--- config.mk ---
export PLATFORM = sky130hd
export DESIGN_NAME = hazard_ctrl_flat
export DESIGN_NICKNAME = d
export VERILOG_FILES = /design/src/rtl/hazard_ctrl_pkg.sv /design/src/rtl/hazard_ctrl_if.sv /design/src/rtl/hazard_perf_cnt.sv /design/src/rtl/hazard_ctrl.sv /design/src/flat_wrapper.sv
export SDC_FILE = /design/constraint.sdc
export NUM_CORES = 1
export LEC_CHECK = 0
export ABC_AREA = 1
export ABC_CLOCK_PERIOD_IN_PS = 2900
export CORE_MARGIN = 4
export CORE_UTILIZATION = 50
export CTS_CLUSTER_DIAMETER = 100
export DETAILED_ROUTE_END_ITERATION = 6
export PLACE_DENSITY = 0.79
export SYNTH_ARGS = -nofsm -noshare
export SYNTH_HDL_FRONTEND = slang
export SYNTH_SLANG_ARGS = --single-unit
--- constraint.sdc ---
create_clock -name clk -period 2.9 [get_ports clk]
set_input_delay 0.58 -clock clk [delete_from_list [all_inputs] [get_ports clk]]
set_output_delay 0.58 -clock clk [all_outputs]
set_load 0.01 [all_outputs]
--- src/rtl/hazard_ctrl_pkg.sv ---
// Shared pipeline definitions for the hazard controller.
//   hz_state_e    : hazard FSM states
//   READMEM_NONE  : ex_readMem encoding for "not a load"
//   reg_match()   : source-register dependency test against an EX destination
package hazard_ctrl_pkg;

   typedef enum logic {
      HZ_RUN   = 1'b0,
      HZ_STALL = 1'b1
   } hz_state_e;

   localparam logic [2:0] READMEM_NONE = 3'b000;

   function automatic logic reg_match(input logic use_reg, input logic [4:0] src, input logic [4:0] rd);
      return use_reg && (src == rd);
   endfunction

endpackage

--- src/rtl/hazard_ctrl_if.sv ---
// Pipeline-side bundle between the ID/EX stages and the hazard controller.
//   id_rs1/id_rs2, id_useRs1/id_useRs2 : operands read by the ID instruction
//   ex_rd, ex_writeReg, ex_readMem     : destination/load info of the EX instruction
//   ex_jump                            : redirect resolved in EX this cycle
//   pc_pause, if_id_pause, if_id_flush, id_ex_flush : stage-register controls
// master = pipeline side (drives stage info), slave = hazard controller.
interface hazard_ctrl_if;
   logic [4:0] id_rs1;
   logic [4:0] id_rs2;
   logic       id_useRs1;
   logic       id_useRs2;
   logic [4:0] ex_rd;
   logic       ex_writeReg;
   logic [2:0] ex_readMem;
   logic       ex_jump;
   logic       pc_pause;
   logic       if_id_pause;
   logic       if_id_flush;
   logic       id_ex_flush;

   modport master (
      output id_rs1, id_rs2, id_useRs1, id_useRs2, ex_rd, ex_writeReg, ex_readMem, ex_jump,
      input  pc_pause, if_id_pause, if_id_flush, id_ex_flush
   );

   modport slave (
      input  id_rs1, id_rs2, id_useRs1, id_useRs2, ex_rd, ex_writeReg, ex_readMem, ex_jump,
      output pc_pause, if_id_pause, if_id_flush, id_ex_flush
   );
endinterface

--- src/rtl/hazard_perf_cnt.sv ---
// Wrapping event counter for performance debug.
//   clk, rst : clock, synchronous active-high reset
//   inc      : count this cycle
//   count    : running total, wraps modulo 2^CNT_W
module hazard_perf_cnt #(
   parameter int unsigned CNT_W = 32
) (
   input  logic             clk,
   input  logic             rst,
   input  logic             inc,
   output logic [CNT_W-1:0] count
);

   always_ff @(posedge clk) begin
      if (rst) begin
         count <= '0;
      end else if (inc) begin
         count <= count + 1'b1;
      end
   end

endmodule

--- src/rtl/hazard_ctrl.sv ---
// Load-use stall and EX-redirect flush controller for the IF/ID and ID/EX
// stage registers and the PC.
//   clk, rst   : clock, synchronous active-high reset
//   pipe       : stage info in, pause/flush controls out (hazard_ctrl_if.slave)
//   stall_cnt  : cycles with pc_pause high
//   flush_cnt  : cycles with if_id_flush high (EX redirects)
//
// state    | meaning
// ---------+---------------------------------------------------------------
// HZ_RUN   | normal flow; flush on ex_jump, else stall on a load-use hazard
// HZ_STALL | extra bubble cycles for LOAD_LATENCY>1; remain counts them down
module hazard_ctrl
   import hazard_ctrl_pkg::*;
#(
   parameter int unsigned LOAD_LATENCY = 1,
   parameter int unsigned CNT_W        = 32
) (
   input  logic             clk,
   input  logic             rst,
   hazard_ctrl_if.slave     pipe,
   output logic [CNT_W-1:0] stall_cnt,
   output logic [CNT_W-1:0] flush_cnt
);

   localparam logic [1:0] REMAIN_LOAD = 2'(LOAD_LATENCY - 1);

   hz_state_e  state, state_nxt;
   logic [1:0] remain, remain_nxt;
   logic       hz;

   assign hz = (pipe.ex_readMem != READMEM_NONE) && pipe.ex_writeReg && (pipe.ex_rd != 5'd0) &&
               (reg_match(pipe.id_useRs1, pipe.id_rs1, pipe.ex_rd) ||
                reg_match(pipe.id_useRs2, pipe.id_rs2, pipe.ex_rd));

   always_ff @(posedge clk) begin
      if (rst) begin
         state  <= HZ_RUN;
         remain <= 2'd0;
      end else begin
         state  <= state_nxt;
         remain <= remain_nxt;
      end
   end

   always_comb begin
      state_nxt        = state;
      remain_nxt       = remain;
      pipe.pc_pause    = 1'b0;
      pipe.if_id_pause = 1'b0;
      pipe.if_id_flush = 1'b0;
      pipe.id_ex_flush = 1'b0;
      if (!rst) begin
         case (state)
            HZ_RUN: begin
               // The ID instruction is on the wrong path when EX redirects,
               // so the flush wins over any hazard it appears to have.
               if (pipe.ex_jump) begin
                  pipe.if_id_flush = 1'b1;
                  pipe.id_ex_flush = 1'b1;
               end else if (hz) begin
                  pipe.pc_pause    = 1'b1;
                  pipe.if_id_pause = 1'b1;
                  pipe.id_ex_flush = 1'b1;
                  if (LOAD_LATENCY > 1) begin
                     remain_nxt = REMAIN_LOAD;
                     state_nxt  = HZ_STALL;
                  end
               end
            end
            HZ_STALL: begin
               // EX holds a bubble here, so hz is meaningless; only a stray
               // redirect can break the stall early.
               if (pipe.ex_jump) begin
                  pipe.if_id_flush = 1'b1;
                  pipe.id_ex_flush = 1'b1;
                  remain_nxt       = 2'd0;
                  state_nxt        = HZ_RUN;
               end else begin
                  pipe.pc_pause    = 1'b1;
                  pipe.if_id_pause = 1'b1;
                  pipe.id_ex_flush = 1'b1;
                  remain_nxt       = remain - 2'd1;
                  if (remain == 2'd1) begin
                     state_nxt = HZ_RUN;
                  end
               end
            end
            default: state_nxt = HZ_RUN;
         endcase
      end
   end

   hazard_perf_cnt #(.CNT_W(CNT_W)) u_stall_cnt (
      .clk   (clk),
      .rst   (rst),
      .inc   (pipe.pc_pause),
      .count (stall_cnt)
   );

   hazard_perf_cnt #(.CNT_W(CNT_W)) u_flush_cnt (
      .clk   (clk),
      .rst   (rst),
      .inc   (pipe.if_id_flush),
      .count (flush_cnt)
   );

endmodule

--- src/flat_wrapper.sv ---
// flat-port wrapper written by rule: the top's interface ports become plain ports
module hazard_ctrl_flat import hazard_ctrl_pkg::*;
#(
   parameter int unsigned LOAD_LATENCY = 1,
   parameter int unsigned CNT_W        = 32
)
  (clk, rst, stall_cnt, flush_cnt, pipe_id_rs1, pipe_id_rs2, pipe_id_useRs1, pipe_id_useRs2, pipe_ex_rd, pipe_ex_writeReg, pipe_ex_readMem, pipe_ex_jump, pipe_pc_pause, pipe_if_id_pause, pipe_if_id_flush, pipe_id_ex_flush);
  hazard_ctrl_if pipe_i ();
  input  logic clk;
  input  logic rst;
  output logic [CNT_W-1:0] stall_cnt;
  output logic [CNT_W-1:0] flush_cnt;
  input wire logic [$bits(pipe_i.id_rs1)-1:0] pipe_id_rs1;
  input wire logic [$bits(pipe_i.id_rs2)-1:0] pipe_id_rs2;
  input wire logic [$bits(pipe_i.id_useRs1)-1:0] pipe_id_useRs1;
  input wire logic [$bits(pipe_i.id_useRs2)-1:0] pipe_id_useRs2;
  input wire logic [$bits(pipe_i.ex_rd)-1:0] pipe_ex_rd;
  input wire logic [$bits(pipe_i.ex_writeReg)-1:0] pipe_ex_writeReg;
  input wire logic [$bits(pipe_i.ex_readMem)-1:0] pipe_ex_readMem;
  input wire logic [$bits(pipe_i.ex_jump)-1:0] pipe_ex_jump;
  output wire logic [$bits(pipe_i.pc_pause)-1:0] pipe_pc_pause;
  output wire logic [$bits(pipe_i.if_id_pause)-1:0] pipe_if_id_pause;
  output wire logic [$bits(pipe_i.if_id_flush)-1:0] pipe_if_id_flush;
  output wire logic [$bits(pipe_i.id_ex_flush)-1:0] pipe_id_ex_flush;
  assign pipe_i.id_rs1 = pipe_id_rs1;
  assign pipe_i.id_rs2 = pipe_id_rs2;
  assign pipe_i.id_useRs1 = pipe_id_useRs1;
  assign pipe_i.id_useRs2 = pipe_id_useRs2;
  assign pipe_i.ex_rd = pipe_ex_rd;
  assign pipe_i.ex_writeReg = pipe_ex_writeReg;
  assign pipe_i.ex_readMem = pipe_ex_readMem;
  assign pipe_i.ex_jump = pipe_ex_jump;
  assign pipe_pc_pause = pipe_i.pc_pause;
  assign pipe_if_id_pause = pipe_i.if_id_pause;
  assign pipe_if_id_flush = pipe_i.if_id_flush;
  assign pipe_id_ex_flush = pipe_i.id_ex_flush;
  hazard_ctrl #(.LOAD_LATENCY(LOAD_LATENCY), .CNT_W(CNT_W)) u_core (.clk(clk), .rst(rst), .pipe(pipe_i), .stall_cnt(stall_cnt), .flush_cnt(flush_cnt));
endmodule
; ---- Word level (Yosys, flattened, before mapping)
; Index checks and enable logic that the tools add are counted.
[word_totals]
register_bits = 67
in_bits = 24
word_cells = 32
[op_classes]
n_addsub = 3
eq_ne = 3
n_mux = 12
bitwise_logic = 1
reduce_logical = 9
[ops]
columns = operator, count
row1 = 32-bit by 1-bit adder with 32-bit output (second input constant), 2
row2 = 5-bit == test, 2
row3 = 1-bit two-way mux, 9
row4 = 1-bit logical AND, 5
row5 = 5-bit nonzero test, 1
row6 = 1-bit case mux with 2 select lines, 2
row7 = 3-bit nonzero test, 1
row8 = 3-bit OR reduction, 1
row9 = 2-bit by 1-bit == test with 1-bit output (second input constant), 1
row10 = 2-bit two-way mux, 1
row11 = 2-bit by 1-bit subtractor with 2-bit output (second input constant), 1
row12 = 1-bit logical OR, 1
row13 = 1-bit NOT, 1

; ---- Longest topological paths before layout
; Gate-level depths: netlist of the first run.
[depth]
ltp_word = 8
depth_mapped = 14
mapped_depth_nobuf = 12

; ---- Cells and area by module
; Synthesis of the first run repeated with hierarchy kept, for this count alone.
[hier_totals]
hier_cells = 602
hier_area_um2 = 3957.5
[by_module_without_submodules]
columns = mod, n_inst, cells_per_inst, area_each_um2, seq_area_each_um2
row1 = hazard_perf_cnt, 2, 263, 1793.0, 640.6
row2 = hazard_ctrl, 1, 76, 371.6, 60.1

; ---- Worst setup path before layout of the first run
; OpenSTA, ideal clock, no wires.
[synth_path]
kind = input-to-output
start = input port pipe_ex_rd[2]
end = output port pipe_pc_pause
t_arrival_ns = 1.639
required_time_ns = 2.320
setup_slack_ns = 0.681
cell_stages = 12
n_path_buf = 2
path_cell_list = inv_1 > nand2_1 > nand2_1 > nor2_1 > nand3_1 > nand2_1 > nand2_1 > nand2_1 > buf_4 > nand2_1 > nor2_1 > buf_4
[synth_via]
elab_chain_len = 8
word_cells_on_any_way = 12
cone_classes = eq/ne (2) / mux (4) / reduce/logical (6)
[synth_rtl]
columns = item, line_no
row1 = "start, declared", flat_wrapper.sv:17  ; input wire logic [$bits(pipe_i.ex_rd)-1:0] pipe_ex_rd;
row2 = 5-bit == test, hazard_ctrl_pkg.sv:15  ; return use_reg && (src == rd);
row3 = 1-bit logical AND, hazard_ctrl_pkg.sv:15
row4 = 1-bit logical OR, hazard_ctrl.sv:32  ; (reg_match(pipe.id_useRs1, pipe.id_rs1, pipe.ex_rd) ||
row5 = 1-bit logical AND (*), hazard_ctrl.sv:31  ; assign hz = (pipe.ex_readMem != READMEM_NONE) && pipe.ex_writeReg && (pipe.ex_rd != 5'd0) &&
row6 = 1-bit two-way mux (*) (2 in a row), n/a
row7 = 1-bit case mux with 2 select lines (*), n/a
row8 = 1-bit two-way mux (*), n/a
row9 = "end, declared", flat_wrapper.sv:21  ; output wire logic [$bits(pipe_i.pc_pause)-1:0] pipe_pc_pause;
; Every way passes the cells marked *; elsewhere a longest branch is shown, timed or not.

; ---- Worst setup path in the final report of the first run
[layout_path]
start = input port pipe_ex_rd[1]
end = output port pipe_pc_pause
[layout_via]
elab_chain_len = 8
word_cells_on_any_way = 12
cone_classes = eq/ne (2) / mux (4) / reduce/logical (6)
[layout_rtl]
columns = item, line_no
row1 = 5-bit == test, hazard_ctrl_pkg.sv:15
row2 = 1-bit logical AND, hazard_ctrl_pkg.sv:15
row3 = 1-bit logical OR, hazard_ctrl.sv:32
row4 = 1-bit logical AND (*), hazard_ctrl.sv:31
row5 = 1-bit two-way mux (*), hazard_ctrl.sv:60  ; end else if (hz) begin
row6 = 1-bit two-way mux (*), hazard_ctrl.sv:57  ; if (pipe.ex_jump) begin
row7 = 1-bit case mux with 2 select lines (*), hazard_ctrl.sv:53  ; case (state)
row8 = 1-bit two-way mux (*), hazard_ctrl.sv:52  ; if (!rst) begin
; Marks and branches as above.

==> summary.txt, run 1 <==
Critical path
  – Slowest cell on the critical path: sky130_fd_sc_hd__clkdlybuf4s50_1
  – Cell class contributing the biggest share of worst-path delay: buffers and inverters
  – CP Data Arrival Time: 2.16 ns
  – CP cell instances: clkdlybuf4s50_1 > inv_1 > nand2_1 > nand2_1 > nor2_1 > nand3_1 > nand2_1 > nand2_1 > nand2_1 > nand2_1 > nor2_1 > clkdlybuf4s15_1
  – CP Capture Type: primary output
  – Cell seen most often among critical-path stages: sky130_fd_sc_hd__nand2_1
  – Critical Path Source Type: input pin
  – Critical path class: input pin to primary output
  – Critical path's largest stage delay: 0.55 ns
  – Highest fanout seen on the critical path: 4
  – Buffers plus inverters on the worst setup path: 3
  – Data required time at the worst endpoint: 2.32 ns

Final layout
  – Post-Route Utilization: 65.3%
  – Layout Nets: 818
  – Relative area change from synthesis to final layout: 27.8%
  – Ratio of cells with drive above 1 in the final layout: 4.40%
  – N_diodes: 0
  – Commonest cells after routing, fill and taps aside: 202 x sky130_fd_sc_hd__nand2_1, 118 x sky130_fd_sc_hd__nor2_1, 110 x sky130_fd_sc_hd__inv_1, 87 x sky130_fd_sc_hd__clkdlybuf4s50_1, 67 x sky130_fd_sc_hd__dfxtp_1
  – Number of standard cells in the layout, taps in and fillers out: 901
  – Layout Cell Area excl Fill: 0.00534 mm2
  – Most common cell after layout, fill and taps aside: sky130_fd_sc_hd__nand2_1

STA
  – Upper clock frequency limit: 0.365 GHz
  – Worst relative slew slack: 64.3%
  – Setup WS post-layout: 0.160 ns
  – Actual transition at the worst max-transition pin: 0.535 ns
  – Unrepaired setup endpoints after global routing: yes
  – Endpoints failing hold: 0
  – Final setup violating endpoints: 0
  – Fraction of the cycle the final worst path needs: 94.5%
  – Max-slew violation count: 0
  – Worst setup skew after layout: 0.0145 ns
  – Crit path time final: 2.74 ns

Detailed routing
  – DR WL/cell: 12.7 um
  – Routed wire length: 11,400 um
  – Avg Vias per Cell: 5.17
  – DRC violation count after routing: 0
  – Overall via count from detail_route: 4,662
  – Final antenna-violating net count: 0
  – First-pass iteration count of the detailed router: 5
  – First-iteration detailed-routing DRC count: 265

Pwr
  – Leakage power: 2.12 nW
  – Total power divided by cell area: 344 mW/mm2
  – Largest voltage drop on the vdd net: 216 uV

Clocking
  – Sink Count: 67
  – Buffer depth of the longest clock path: 2
  – Clock buffer count from CTS: 9
  – Clock tree root driver cell: sky130_fd_sc_hd__clkbuf_8
  – Quantity of hold-fixing buffers added after cts: 0
  – Clock transition at the registers of the reported paths: 0.07 ns
  – CTS H-Tree Depth: 3
  – Clk Latency, worst-skew pair: 0.36 ns
  – CTS tree: done

Floorplanning
  – Core region area: 0.00818 mm2
  – Die footprint: 0.00988 mm2
  – Initial cell density of the core: 51.1%
  – Row count: 33
  – I/O pins: 92
  – Die Ht: 99.4 um
  – Die extent in x: 99.4 um

Placed design
  – Placer's final routability congestion estimate: 0.906
  – Half-perimeter wire length of the detailed placement result: 8320 um
  – Port bufs: 91
  – Worst setup timing slack at the placement stage: -0.124 ns
  – Placed insts: 885
  – Placed cell areas: 0.00515 mm2

Flow run
  – Number of maximum-capacitance violations: 0

Logic synthesis
  – Count of state elements after synthesis: 67
  – Main combinational cell family by area after synthesis: simple AND/OR/NAND/NOR gates
  – Mean Syn Cell Area: 5.93 um2
  – Synth Instances: 704
  – Post-synth cell types: 33
  – Part of the Yosys area used for sequential elements: 32.1%
  – Fraction of the mapped netlist area in adder cells: 0.898%
  – Yosys warning count: 0
  – Synthesized area: 0.00418 mm2
  – Number of nets produced by synthesis: 731
  – Synthesized-area fraction occupied by ao, oa, aoi and oai cells: 5.21%
  – Simple-gate share of the synthesized area: 45.9%
  – XOR/XNOR Fraction of Synth Area: 2.94%
  – Post-synthesis mux area share: 0%

Global routing
  – Antenna violations before repair: 0
  – Maximum number of pins on one net before global-route repair: 56
  – Overflow left after global routing: 0
  – Overall routing resource usage: 23.1%
  – Global-route wire length before repair: 18,900 um
  – Number of global-route vias before repair: 4,299

Run status
  – Status: finished clean

Min path
  – Hold WC Path Type: register to register
==> where the power goes <==
part	internal [W]	total (W)	switching [W]
clock	0.000393	0.000782	0.000388
sequential	0.000922	0.000926	0.00000386
combinational	0.0000539	0.000129	0.0000747
total	0.00137	0.00184	0.000467
==> flip-flops by register name, indices dropped and copies added (netlist names) <==
register	flops
u_core.u_stall_cnt.count	32
u_core.remain	2
u_core.state	1
u_core.u_flush_cnt.count	32
==> worst min-delay path: stages, from the launching register on <==
cell                      delay (ns)
sky130_fd_sc_hd__dfxtp_1        0.31
sky130_fd_sc_hd__nand2_1        0.06
sky130_fd_sc_hd__a21oi_1        0.06
==> metal layers <==
layer | vias to the layer above | wire length, um | track usage, %
met1 | 2116 | 5300 | 29.8
met3 | 21 | 673 | 5.19
met5 | - | 0 | 0
met4 | 0 | 197 | 7.35
li1 | 2386 | - | -
met2 | 139 | 5240 | 38.5
==> layout make-up <==
| type | count | area [um2] |
|---|---|---|
| Clock inverter | 7 | 68.8 |
| Inverter | 113 | 429 |
| Clock buffer | 9 | 124 |
| Multi-Input combinational cell | 503 | 2290 |
| Tap cell | 105 | 131 |
| Timing Repair Buffer | 97 | 950 |
| Sequential cell | 67 | 1340 |
| Fill cell | 766 | 2840 |
==> cells by family after synthesis <==
| group | count (synthesis) |
|---|---|
| flops | 67 |
| fa+ha+maj | 3 |
| simple gates | 445 |
| xor+xnor | 14 |
| buf+inv | 134 |
| compound gates | 41 |
==> timing repair <==
| item | in CTS | in global routing |
|---|---|---|
| pin swaps | 0 | 0 |
| setup endpoints to repair | 3 | 2 |
| gates resized for setup | 3 | 2 |
| buffers inserted | 0 | 0 |
==> metrics by stage <==
stage / power (W) / setup TNS, ns / hold WS, ns
6_report: 0.00184 / 0 / 0.476
5_1_grt: 0.00190 / -0.104 / 0.485
4_1_cts: 0.00184 / 0 / 0.472
3_5_place_dp: 0.00108 / -0.320 / 0.462
3_3_place_gp: 0.00107 / -0.139 / 0.453
2_1_floorplan: 0.00102 / 0 / 0.444
==> path summary, 6_finish.rpt <==
path	slack (ns)	start	cells past startpoint	to
min reg2reg	0.48	u_core.remain[1]$_SDFFE_PP0P_	2	u_core.remain[1]$_SDFFE_PP0P_
max	0.16	pipe_ex_rd[1]	12	pipe_pc_pause
max reg2reg	0.76	u_core.u_stall_cnt.count[1]$_SDFFE_PP0P_	11	u_core.u_stall_cnt.count[28]$_SDFFE_PP0P_
min	0.48	u_core.remain[1]$_SDFFE_PP0P_	2	u_core.remain[1]$_SDFFE_PP0P_
==> synthesized netlist by cell type <==
cell type                  count  area [um2]
sky130_fd_sc_hd__a211oi_1      2        15.0
sky130_fd_sc_hd__a21oi_1      24         120
sky130_fd_sc_hd__a31oi_1       2        12.5
sky130_fd_sc_hd__and3_1        1        6.26
sky130_fd_sc_hd__buf_1         3        11.3
sky130_fd_sc_hd__buf_2         3        15.0
sky130_fd_sc_hd__buf_4         4        30.0
sky130_fd_sc_hd__buf_6         2        22.5
sky130_fd_sc_hd__clkbuf_1      9        33.8
sky130_fd_sc_hd__clkinv_1      1        3.75
sky130_fd_sc_hd__dfxtp_1      67        1340
sky130_fd_sc_hd__ha_1          3        37.5
sky130_fd_sc_hd__inv_1       110         413
sky130_fd_sc_hd__inv_2         1        3.75
sky130_fd_sc_hd__inv_6         1        8.76
sky130_fd_sc_hd__nand2_1     202         758
sky130_fd_sc_hd__nand2_2       1        6.26
sky130_fd_sc_hd__nand3_1      55         275
sky130_fd_sc_hd__nand3b_1      1        7.51
sky130_fd_sc_hd__nand4_1      33         206
sky130_fd_sc_hd__nand4_2       1        12.5
sky130_fd_sc_hd__nor2_1      118         443
sky130_fd_sc_hd__nor2_2        6        37.5
sky130_fd_sc_hd__nor3_1       18        90.1
sky130_fd_sc_hd__nor3_2        1        10.0
sky130_fd_sc_hd__nor3b_1       1        7.51
sky130_fd_sc_hd__nor3b_4       1        18.8
sky130_fd_sc_hd__nor4_1        6        37.5
sky130_fd_sc_hd__o21a_1        1        7.51
sky130_fd_sc_hd__o21ai_0      11        55.1
sky130_fd_sc_hd__o31ai_1       1        7.51
sky130_fd_sc_hd__xnor2_1       4        35.0
sky130_fd_sc_hd__xor2_1       10        87.6
(Power assumes the default switching activity.)
==> inputs of run 2 (changes only) <==
CORE_UTILIZATION = 25   (was 50)
PLACE_DENSITY = not set   (was 0.79)
==> run 2 against run 1 <==
Net effect:
- clock skew shrank 0.0090 ns
- final area rose by 4.9%
- clock-buffer cell count up 1
- clock power is 38% higher
- critical path depth decreased by 1
- register-to-register slack about the same
- routed wire length rose by 5.0%
- sequential share of layout area down 1.2 points
- critical path type unchanged
- largest power group is now the clock network
==> summary.txt, run 2 (same netlist as run 1, synthesis figures left out) <==
Clocking
  – Clock buffer count from CTS: 9
  – CTS H-Tree Depth: 3
  – Clock tree root driver cell: sky130_fd_sc_hd__clkbuf_16
  – Clk Latency, worst-skew pair: 0.35 ns
  – Buffer depth of the longest clock path: 2
  – CTS tree: done
  – Quantity of hold-fixing buffers added after cts: 0
  – Clock transition at the registers of the reported paths: 0.06 ns
  – Sink Count: 67

Global routing
  – Overflow left after global routing: 0
  – Maximum number of pins on one net before global-route repair: 56
  – Overall routing resource usage: 13.2%
  – Number of global-route vias before repair: 4,133
  – Global-route wire length before repair: 20,000 um
  – Antenna violations before repair: 0

Final layout
  – Area of combinational cells with multiple inputs: 0.00229 mm2
  – Ratio of cells with drive above 1 in the final layout: 4.63%
  – Total area of sequential cells: 0.00134 mm2
  – Relative area change from synthesis to final layout: 34.0%
  – Layout filler cell count: 1,799
  – Post-Route Utilization: 34.7%
  – Most common cell after layout, fill and taps aside: sky130_fd_sc_hd__nand2_1
  – Layout Nets: 822
  – N_diodes: 0
  – Commonest cells after routing, fill and taps aside: 202 x sky130_fd_sc_hd__nand2_1, 118 x sky130_fd_sc_hd__nor2_1, 110 x sky130_fd_sc_hd__inv_1, 86 x sky130_fd_sc_hd__clkdlybuf4s50_1, 67 x sky130_fd_sc_hd__dfxtp_1
  – Top flop regs: u_core.u_flush_cnt.count (32), u_core.u_stall_cnt.count (32), u_core.remain (2)

Critical path
  – Cell seen most often among critical-path stages: sky130_fd_sc_hd__nand2_1
  – CP cell instances: clkdlybuf4s50_1 > inv_1 > nand2_1 > nand2_1 > nor2_1 > nand3_1 > nand2_1 > nand2_1 > buf_4 > a31oi_1 > dlygate4sd2_1
  – Critical Path Source Type: input pin
  – CP Capture Type: primary output
  – Data required time at the worst endpoint: 2.32 ns
  – Critical path's largest stage delay: 0.51 ns
  – Critical path class: input pin to primary output
  – Highest fanout seen on the critical path: 3
  – CP Data Arrival Time: 2.14 ns
  – Slowest cell on the critical path: sky130_fd_sc_hd__clkdlybuf4s50_1

Floorplanning
  – Initial cell density of the core: 25.9%
  – I/O pins: 92
  – Die extent in x: 137 um
  – Row count: 46
  – Die Ht: 137 um
  – Die footprint: 0.0188 mm2
  – Core region area: 0.0161 mm2

STA
  – Hold Slack: 0.467 ns
  – Worst relative slew slack: 66.6%
  – Endpoints failing hold: 0
  – Max-slew violation count: 0
  – Final setup violating endpoints: 0
  – Crit path time final: 2.72 ns
  – Setup TNS: 0 ns
  – Unrepaired setup endpoints after global routing: no
  – Worst setup skew after layout: 0.00553 ns
  – Setup WS post-layout: 0.182 ns
  – Upper clock frequency limit: 0.368 GHz
  – Fraction of the cycle the final worst path needs: 93.7%
  – Actual transition at the worst max-transition pin: 0.502 ns

Detailed routing
  – DR WL/cell: 11.8 um
  – Final antenna-violating net count: 0
  – First-pass iteration count of the detailed router: 5
  – Overall via count from detail_route: 4,459
  – Routed wire length: 12,000 um
  – DRC violation count after routing: 0
  – Avg Vias per Cell: 4.39
  – First-iteration detailed-routing DRC count: 328

Placed design
  – Half-perimeter wire length of the detailed placement result: 8920 um
  – Port bufs: 91
  – Placer's final routability congestion estimate: 0.816
  – Worst setup timing slack at the placement stage: -0.115 ns

Pwr
  – Leakage power: 2.20 nW
  – Total power divided by cell area: 381 mW/mm2
  – Overall power: 0.00213 W
  – Largest voltage drop on the vdd net: 276 uV

Flow run
  – Number of maximum-capacitance violations: 0

Run status
  – Status: finished clean

Min path
  – Hold WC Path Type: register to register
-- run 2: repair_timing --
item	4_1_cts	5_1_grt
setup buffers	0	0
resized for setup	3	1
endpoints found under the setup margin	3	2
pin swaps	0	0
hold endpoints to repair	0	0
-- run 2: metrics by stage --
stage,instance area [um2],cells
final,5600,1015
after global routing,5600,1015
after CTS,5600,1015
after detailed placement,5320,1000
after global placement,5320,1000
after floorplan,4180,704
-- run 2: final timing paths --
kind | from | cells after the start | end | slack [ns]
setup reg to reg | u_core.u_stall_cnt.count[1]$_SDFFE_PP0P_ | 10 | u_core.u_stall_cnt.count[28]$_SDFFE_PP0P_ | 0.77
hold / removal | u_core.remain[1]$_SDFFE_PP0P_ | 2 | u_core.remain[1]$_SDFFE_PP0P_ | 0.47
hold reg to reg | u_core.remain[1]$_SDFFE_PP0P_ | 2 | u_core.remain[1]$_SDFFE_PP0P_ | 0.47
setup / recovery | pipe_ex_rd[0] | 11 | pipe_id_ex_flush | 0.18
-- run 2: where the power goes --
group	leakage (nW)	total, W	internal [W]	switching (W)
Clock	0.134	0.00108	0.000657	0.000419
Combinational	1.52	0.000130	0.0000559	0.0000744
Sequential	0.540	0.000927	0.000923	0.00000376
-- run 2: layer usage --
layer	global-route usage [%]	vias to the layer above	share of wire, %
li1	-	2394	-
met1	17.5	1947	48
met2	20.8	105	44
met3	3.54	13	6.1
met4	4.32	0	1.6
met5	0	-	0
-- run 2: layout make-up --
class                   count  share of cell area (%)
clock buffers              10                    4.09
well taps                 216                    4.83
multi-input cells         503                    41.0
clock inverters             5                   0.983
inverters                 113                    7.66
repair buffers            101                    17.5
flip-flops and latches     67                    24.0
-- run 2: worst max-delay path: cells and delay by family --
kind / cells / cell delay (ns)
buf+inv: 4 / 1.02
compound gates: 1 / 0.14
simple gates: 6 / 0.41
